==> src/rtl/serial_to_parallel_pkg.sv <==
// Purpose : shared constants and state encoding for the serial_to_parallel deserializer.
// Latency : n/a (declarations only).
// Backpressure: n/a (declarations only).
// Contents: s2p_state_e state enum, S2P_COMMA idle character, S2P_LOCK_COUNT_DEF default lock depth.
package s2p_pkg;

  typedef enum logic [1:0] {
    S2P_SEARCH  = 2'd0,
    S2P_LOCKING = 2'd1,
    S2P_ACTIVE  = 2'd2
  } s2p_state_e;

  localparam logic [7:0] S2P_COMMA          = 8'hBC;
  localparam int         S2P_LOCK_COUNT_DEF = 4;

endpackage

==> src/rtl/serial_to_parallel_if.sv <==
// Purpose : bundles the serial line and the recovered-byte outputs of serial_to_parallel.
// Latency : n/a (wiring only).
// Backpressure: none; the receiver cannot stall the line, bytes are presented as they arrive.
// Signals : data_in (serial, MSB first), data_out[7:0], valid_out, byte_strobe, active,
//           idle_count[7:0] only when S2P_IDLE_CNT_EN is defined.
//           master = line driver / byte consumer side, slave = deserializer side.
interface serial_to_parallel_if;

  logic       data_in;
  logic [7:0] data_out;
  logic       valid_out;
  logic       byte_strobe;
  logic       active;
`ifdef S2P_IDLE_CNT_EN
  logic [7:0] idle_count;

  modport master (output data_in, input data_out, valid_out, byte_strobe, active, idle_count);
  modport slave  (input data_in, output data_out, valid_out, byte_strobe, active, idle_count);
`else
  modport master (output data_in, input data_out, valid_out, byte_strobe, active);
  modport slave  (input data_in, output data_out, valid_out, byte_strobe, active);
`endif

endinterface

==> src/rtl/serial_to_parallel_shifter.sv <==
// Purpose : serial shift register, 8-bit sampling window and byte-boundary counter.
// Latency : window is combinational on data_i; boundary_o is true on the edge that samples a byte LSB.
// Backpressure: none; one bit is consumed on every clk_32f edge.
// Ports   : clk_32f, reset (async active-low), data_i (serial bit), realign_i (restart byte count),
//           win_o[7:0] (seven stored bits plus the bit being sampled), boundary_o.
module s2p_shifter (
  input  logic       clk_32f,
  input  logic       reset,
  input  logic       data_i,
  input  logic       realign_i,
  output logic [7:0] win_o,
  output logic       boundary_o
);

  // Only seven stored bits are ever read; the oldest falls out of the window.
  logic [6:0] shift_q, shift_d;
  logic [2:0] bit_cnt_q, bit_cnt_d;

  assign win_o      = {shift_q, data_i};
  assign boundary_o = (bit_cnt_q == 3'd7);

  always_comb begin
    shift_d   = {shift_q[5:0], data_i};
    // Realign zeroes the count on the comma's LSB edge so the next
    // boundary lands exactly eight edges later.
    bit_cnt_d = realign_i ? 3'd0 : bit_cnt_q + 3'd1;
  end

  always_ff @(posedge clk_32f or negedge reset) begin
    if (!reset) begin
      shift_q   <= '0;
      bit_cnt_q <= '0;
    end else begin
      shift_q   <= shift_d;
      bit_cnt_q <= bit_cnt_d;
    end
  end

endmodule

==> src/rtl/serial_to_parallel.sv <==
// Purpose : byte-link receive deserializer; aligns on comma 8'hBC, locks after LOCK_COUNT commas.
// Latency : outputs update on the same edge that samples a byte's LSB; one byte every 8 clk_32f.
// Backpressure: none; byte_strobe pulses regardless of the consumer, which must keep up.
// Ports   : clk_32f, reset (async active-low), bus (serial_to_parallel_if.slave).
// Option  : S2P_IDLE_CNT_EN adds a saturating count of idle commas seen while ACTIVE (bus.idle_count).
module serial_to_parallel
  import s2p_pkg::*;
#(
  parameter int LOCK_COUNT = S2P_LOCK_COUNT_DEF
) (
  input  logic           clk_32f,
  input  logic           reset,
  serial_to_parallel_if.slave bus
);

  localparam logic [1:0] ST_SEARCH  = S2P_SEARCH;
  localparam logic [1:0] ST_LOCKING = S2P_LOCKING;
  localparam logic [1:0] ST_ACTIVE  = S2P_ACTIVE;
  localparam logic [3:0] LOCK_CNT   = 4'(LOCK_COUNT);

  logic [7:0] win;
  logic       boundary;
  logic       realign;
  logic       is_comma;

  logic [1:0] state_q, state_d;
  logic [3:0] comma_cnt_q, comma_cnt_d;
  logic [7:0] data_out_q, data_out_d;
  logic       valid_q, valid_d;
  logic       strobe_q, strobe_d;

  s2p_shifter u_shifter (
    .clk_32f    (clk_32f),
    .reset      (reset),
    .data_i     (bus.data_in),
    .realign_i  (realign),
    .win_o      (win),
    .boundary_o (boundary)
  );

  assign is_comma = (win == S2P_COMMA);

  always_comb begin
    state_d     = state_q;
    comma_cnt_d = comma_cnt_q;
    data_out_d  = data_out_q;
    valid_d     = valid_q;
    strobe_d    = 1'b0;
    realign     = 1'b0;
    case (state_q)
      ST_SEARCH: begin
        // Hunt bit by bit; the byte counter is meaningless until a comma is seen.
        if (is_comma) begin
          realign     = 1'b1;
          comma_cnt_d = 4'd1;
          state_d     = (LOCK_CNT == 4'd1) ? ST_ACTIVE : ST_LOCKING;
        end
      end
      ST_LOCKING: begin
        if (boundary) begin
          if (is_comma) begin
            comma_cnt_d = comma_cnt_q + 4'd1;
            if (comma_cnt_q + 4'd1 == LOCK_CNT) state_d = ST_ACTIVE;
          end else begin
            comma_cnt_d = 4'd0;
            state_d     = ST_SEARCH;
          end
        end
      end
      ST_ACTIVE: begin
        // Lock is sticky: only reset leaves ACTIVE.
        if (boundary) begin
          data_out_d = win;
          valid_d    = !is_comma;
          strobe_d   = 1'b1;
        end
      end
      default: state_d = ST_SEARCH;
    endcase
  end

  always_ff @(posedge clk_32f or negedge reset) begin
    if (!reset) begin
      state_q     <= ST_SEARCH;
      comma_cnt_q <= '0;
      data_out_q  <= '0;
      valid_q     <= 1'b0;
      strobe_q    <= 1'b0;
    end else begin
      state_q     <= state_d;
      comma_cnt_q <= comma_cnt_d;
      data_out_q  <= data_out_d;
      valid_q     <= valid_d;
      strobe_q    <= strobe_d;
    end
  end

  assign bus.data_out    = data_out_q;
  assign bus.valid_out   = valid_q;
  assign bus.byte_strobe = strobe_q;
  assign bus.active      = (state_q == ST_ACTIVE);

`ifdef S2P_IDLE_CNT_EN
  logic [7:0] idle_cnt_q, idle_cnt_d;

  always_comb begin
    idle_cnt_d = idle_cnt_q;
    if ((state_q == ST_ACTIVE) && boundary && is_comma && (idle_cnt_q != 8'hFF))
      idle_cnt_d = idle_cnt_q + 8'd1;
  end

  always_ff @(posedge clk_32f or negedge reset) begin
    if (!reset) idle_cnt_q <= '0;
    else        idle_cnt_q <= idle_cnt_d;
  end

  assign bus.idle_count = idle_cnt_q;
`endif

endmodule

==> src/flat_wrapper.sv <==
// flat-port wrapper written by rule: the top's interface ports become plain ports
module serial_to_parallel_flat import s2p_pkg::*;
#(
  parameter int LOCK_COUNT = S2P_LOCK_COUNT_DEF
)
  (clk_32f, reset, bus_data_in, bus_data_out, bus_valid_out, bus_byte_strobe, bus_active);
  serial_to_parallel_if bus_i ();
  input  logic clk_32f;
  input  logic reset;
  input wire logic [$bits(bus_i.data_in)-1:0] bus_data_in;
  output wire logic [$bits(bus_i.data_out)-1:0] bus_data_out;
  output wire logic [$bits(bus_i.valid_out)-1:0] bus_valid_out;
  output wire logic [$bits(bus_i.byte_strobe)-1:0] bus_byte_strobe;
  output wire logic [$bits(bus_i.active)-1:0] bus_active;
  assign bus_i.data_in = bus_data_in;
  assign bus_data_out = bus_i.data_out;
  assign bus_valid_out = bus_i.valid_out;
  assign bus_byte_strobe = bus_i.byte_strobe;
  assign bus_active = bus_i.active;
  serial_to_parallel #(.LOCK_COUNT(LOCK_COUNT)) u_core (.clk_32f(clk_32f), .reset(reset), .bus(bus_i));
endmodule
==> config.mk <==
export PLATFORM = sky130hd
export DESIGN_NAME = serial_to_parallel_flat
export DESIGN_NICKNAME = d
export VERILOG_FILES = /design/src/rtl/serial_to_parallel_pkg.sv /design/src/rtl/serial_to_parallel_if.sv /design/src/rtl/serial_to_parallel_shifter.sv /design/src/rtl/serial_to_parallel.sv /design/src/flat_wrapper.sv
export SDC_FILE = /design/constraint.sdc
export NUM_CORES = 1
export LEC_CHECK = 0
export CAP_MARGIN = 40
export CORE_UTILIZATION = 55
export CTS_CLUSTER_DIAMETER = 120
export DETAILED_ROUTE_END_ITERATION = 16
export GPL_ROUTABILITY_DRIVEN = 0
export PLACE_DENSITY = 0.8
export RECOVER_POWER = 25
export SYNTH_ARGS = -nofsm -noshare
export SYNTH_HDL_FRONTEND = slang
export SYNTH_SLANG_ARGS = --single-unit
==> constraint.sdc <==
create_clock -name clk_32f -period 3.1 [get_ports clk_32f]
set_clock_uncertainty 0.2 [all_clocks]
set_input_delay 0.465 -clock clk_32f [delete_from_list [all_inputs] [get_ports clk_32f]]
set_output_delay 0.465 -clock clk_32f [all_outputs]
set_load 0.005 [all_outputs]
==> results by group <==
Logic synthesis
  – Top-area cell type share of the netlist area: between 60% and 70%
  – Average cell area after synthesis: about 14 um^2
  – Mapped Area: 1070 um^2
  – Ys flop type: dfrtp_1
  – Synth cell count leaders: dfrtp_1 (26), mux2_2 (7), nor2b_1 (6), ha_1 (4)
  – Synth unique cells: 31
  – EDFF count, synth: 0
  – Net Count, Synth: 86
  – Top-count cell post-synth: dfrtp_1
  – Synth Instances: a little under 80
  – Seq/Total Area, Yosys: between 60% and 70%
  – Ranking of synthesized cells by area: dfrtp_1 (61%), mux2_2 (7.3%), ha_1 (4.7%), nor2b_1 (3.5%), o2bb2ai_1 (2.4%)
  – #FFs+latches synth: 26
  – Largest area contributor in the netlist: dfrtp_1
  – Asr flop ratio synth: 100%
  – Ys Warns: 0

Global route
  – Total grt overflow: 0
  – GRT Util Overall: between 10% and 20%
  – Initial antenna violation count: 0
  – Largest net degree at the start of global routing: 27
  – Global-route wire length before repair: around 2800 um
  – Vias in the first global route: approximately 660

Clocking
  – Number of H-tree levels: 1
  – Post-CTS setup buffers: 0
  – Maximum root-to-sink buffer count: 2
  – CTS tree: done
  – TritonCTS buffer count: 3
  – Reg clk slew, reported paths: roughly 130 ps
  – Clk Tree Root Cell: clkbuf_4
  – Clock latency on the worst-skew pair: 310 ps
  – Post-cts sizing count: 0
  – # hold bufs at CTS: 0
  – CTS sink count: 26

Flow run
  – Max Cap Violations: 0

Setup path
  – Reg2reg end: u_core.bus.data_out[4]
  – Reg2Reg Setup Slack: 1130 ps
  – CP max FO: 6
  – CP endpoint: bus_active
  – WS Path Type: register to output pin
  – CP Launch Point: u_core.state_q[1]
  – Critical path arrival: roughly 1600 ps
  – Cells on worst reg2reg path: 4
  – Worst R2R Start: u_core.u_shifter.bit_cnt_q[0]
  – CP Data Required Time: about 2400 ps
  – Critical path's slowest cell: clkdlybuf4s50_1
  – Critical Path Source Type: register
  – Crit. End Element: output pin
  – Critical path, cell by cell: nor2b_1, clkdlybuf4s50_1
  – Slowest stage delay, CP: approximately 540 ps

Power
  – Peak VDD IR: 0.416 mV
  – LEAKAGE: about 0.57 nW
  – Power density over the cells: approximately 460 nW/um^2

Routing
  – 1st-iter DRT viols: 1
  – Vias per inst: roughly 5.5
  – Via count: between 600 and 700
  – DRC violations left: 0
  – Number of routed nets with antenna violations: 0
  – WL/cell: roughly 15 um
  – DRT Pass-1 Iters: 4
  – Final wirelength: around 1800 um

Timing
  – Final period util: 73.6%
  – Worst-margin pin slew: between 1000 and 1500 ps
  – Setup TNS: 0 ps
  – Period minus WS final: around 2300 ps
  – Fin. Hold Viols: 0
  – RSZ-0062 raised after global routing: no
  – Slew margin rel.: roughly a tenth
  – Final Setup Violations: 0
  – Final Slew Violations: 0
  – Maximum clock frequency: about 440 MHz

Outcome
  – Status: complete, no violations

Finish
  – Design Area, Final: approximately 1300 um^2
  – Share of cells above drive strength 1: ~16%
  – Area growth, synth to finish: 17.9%
  – Number of diodes: 0
  – # nets final: between 100 and 150
  – Final Core Density: around 71%

Placement
  – Hpwl dp: 1260 um
  – IO buf count: 13
  – Post-DP Area: 1230 um^2

Floorplan
  – Die X: between 40 and 50 um
  – Die H: 46.2 um
  – I/O Pins: 14
  – Core ar.: 1780 um^2
  – Die area: 2130 um^2
  – Initial Util: about three fifths
  – Num rows: 15

Min path
  – Hold Path Class: register to register
worst max-delay path, delay by kind of cell (launching register included):
| family | cells | cell delay [ps] |
|---|---|---|
| and+or+nand+nor | 1 | 270 |
| DFF | 1 | 500 |
| buffers and inverters | 1 | 540 |
through the flow:
stage	std cells	power [mW]	hold WS [ps]	setup slack [ps]
after floorplan	79	0.408	-30.6	1270
final	120	0.585	223	820
after global routing	120	0.610	244	737
after CTS	120	0.596	220	809
after detailed placement	116	0.431	187	754
after global placement	116	0.427	178	796
area by class of cell:
type	instances	area [um^2]
sequential	26	651
multi-input combinational	49	407
clock buffer	4	36.3
inverter	2	7.51
timing repair buffer	14	134
fill	129	517
tap	25	31.3
sequential cells by signal (all words and copies together) (netlist names):
name / cells
u_core.bus.data_out: 8
u_core.u_shifter.shift_q: 7
u_core.comma_cnt_q: 4
u_core.u_shifter.bit_cnt_q: 3
u_core.state_q: 2
u_core.bus.byte_strobe: 1
u_core.bus.valid_out: 1
placed cells by master, fill, tap and decap left out, types with 2 or more instances in the layout:
master,count
nor2_1,3
nand2_1,3
a32oi_1,2
dlygate4sd3_1,2
ha_1,4
o2bb2ai_1,3
clkbuf_4,3
nor2b_1,6
o31ai_1,2
mux2_2,7
clkdlybuf4s50_1,11
dfrtp_1,26
inv_1,2
worst min-delay path by stage:
stage | from | endpoint | slack [ps] | cells past startpoint
after global routing | u_core.u_shifter.shift_q[3] | u_core.u_shifter.shift_q[4] | 240 | 0
after global placement | u_core.u_shifter.shift_q[3] | u_core.u_shifter.shift_q[4] | 180 | 0
after detailed placement | u_core.u_shifter.shift_q[3] | u_core.u_shifter.shift_q[4] | 190 | 0
after CTS | u_core.u_shifter.shift_q[3] | u_core.u_shifter.shift_q[4] | 220 | 0
after floorplan | reset | u_core.bus.byte_strobe | -30 | 0
final | u_core.u_shifter.shift_q[4] | u_core.u_shifter.shift_q[5] | 220 | 0
routing by layer:
metal / vias up / part of all wire (%) / GRT usage (%) / routed length, um
met2: 11 / 49 / 32.4 / 867
met3: 2 / 2.3 / 2.75 / 40
met4: 0 / 0.68 / 8.82 / 12
li1: 321 / - / - / -
met5: - / 0 / 0 / 0
met1: 328 / 47 / 24.1 / 833
cell families (layout without fill, tap and decap cells):
kind of cell	count (synthesis)	count (layout)	synth area share, %
AOI/OAI and AO/OA	15	15	10.4
buffers and inverters	4	20	1.51
muxes	8	8	8.39
and+or+nand+nor	21	21	13.6
DFF	26	26	60.6
adders and majority gates	4	4	4.66
xor gates and xnor gates	1	1	0.816
report_power, final:
| group | switching, mW | leakage, nW | internal, mW | total (mW) |
|---|---|---|---|---|
| Clock | 0.0915 | 0.0210 | 0.0716 | 0.163 |
| Combinational | 0.0235 | 0.216 | 0.0206 | 0.0442 |
| Sequential | 0.0158 | 0.335 | 0.362 | 0.378 |
Power figures use the tool's default switching activity.
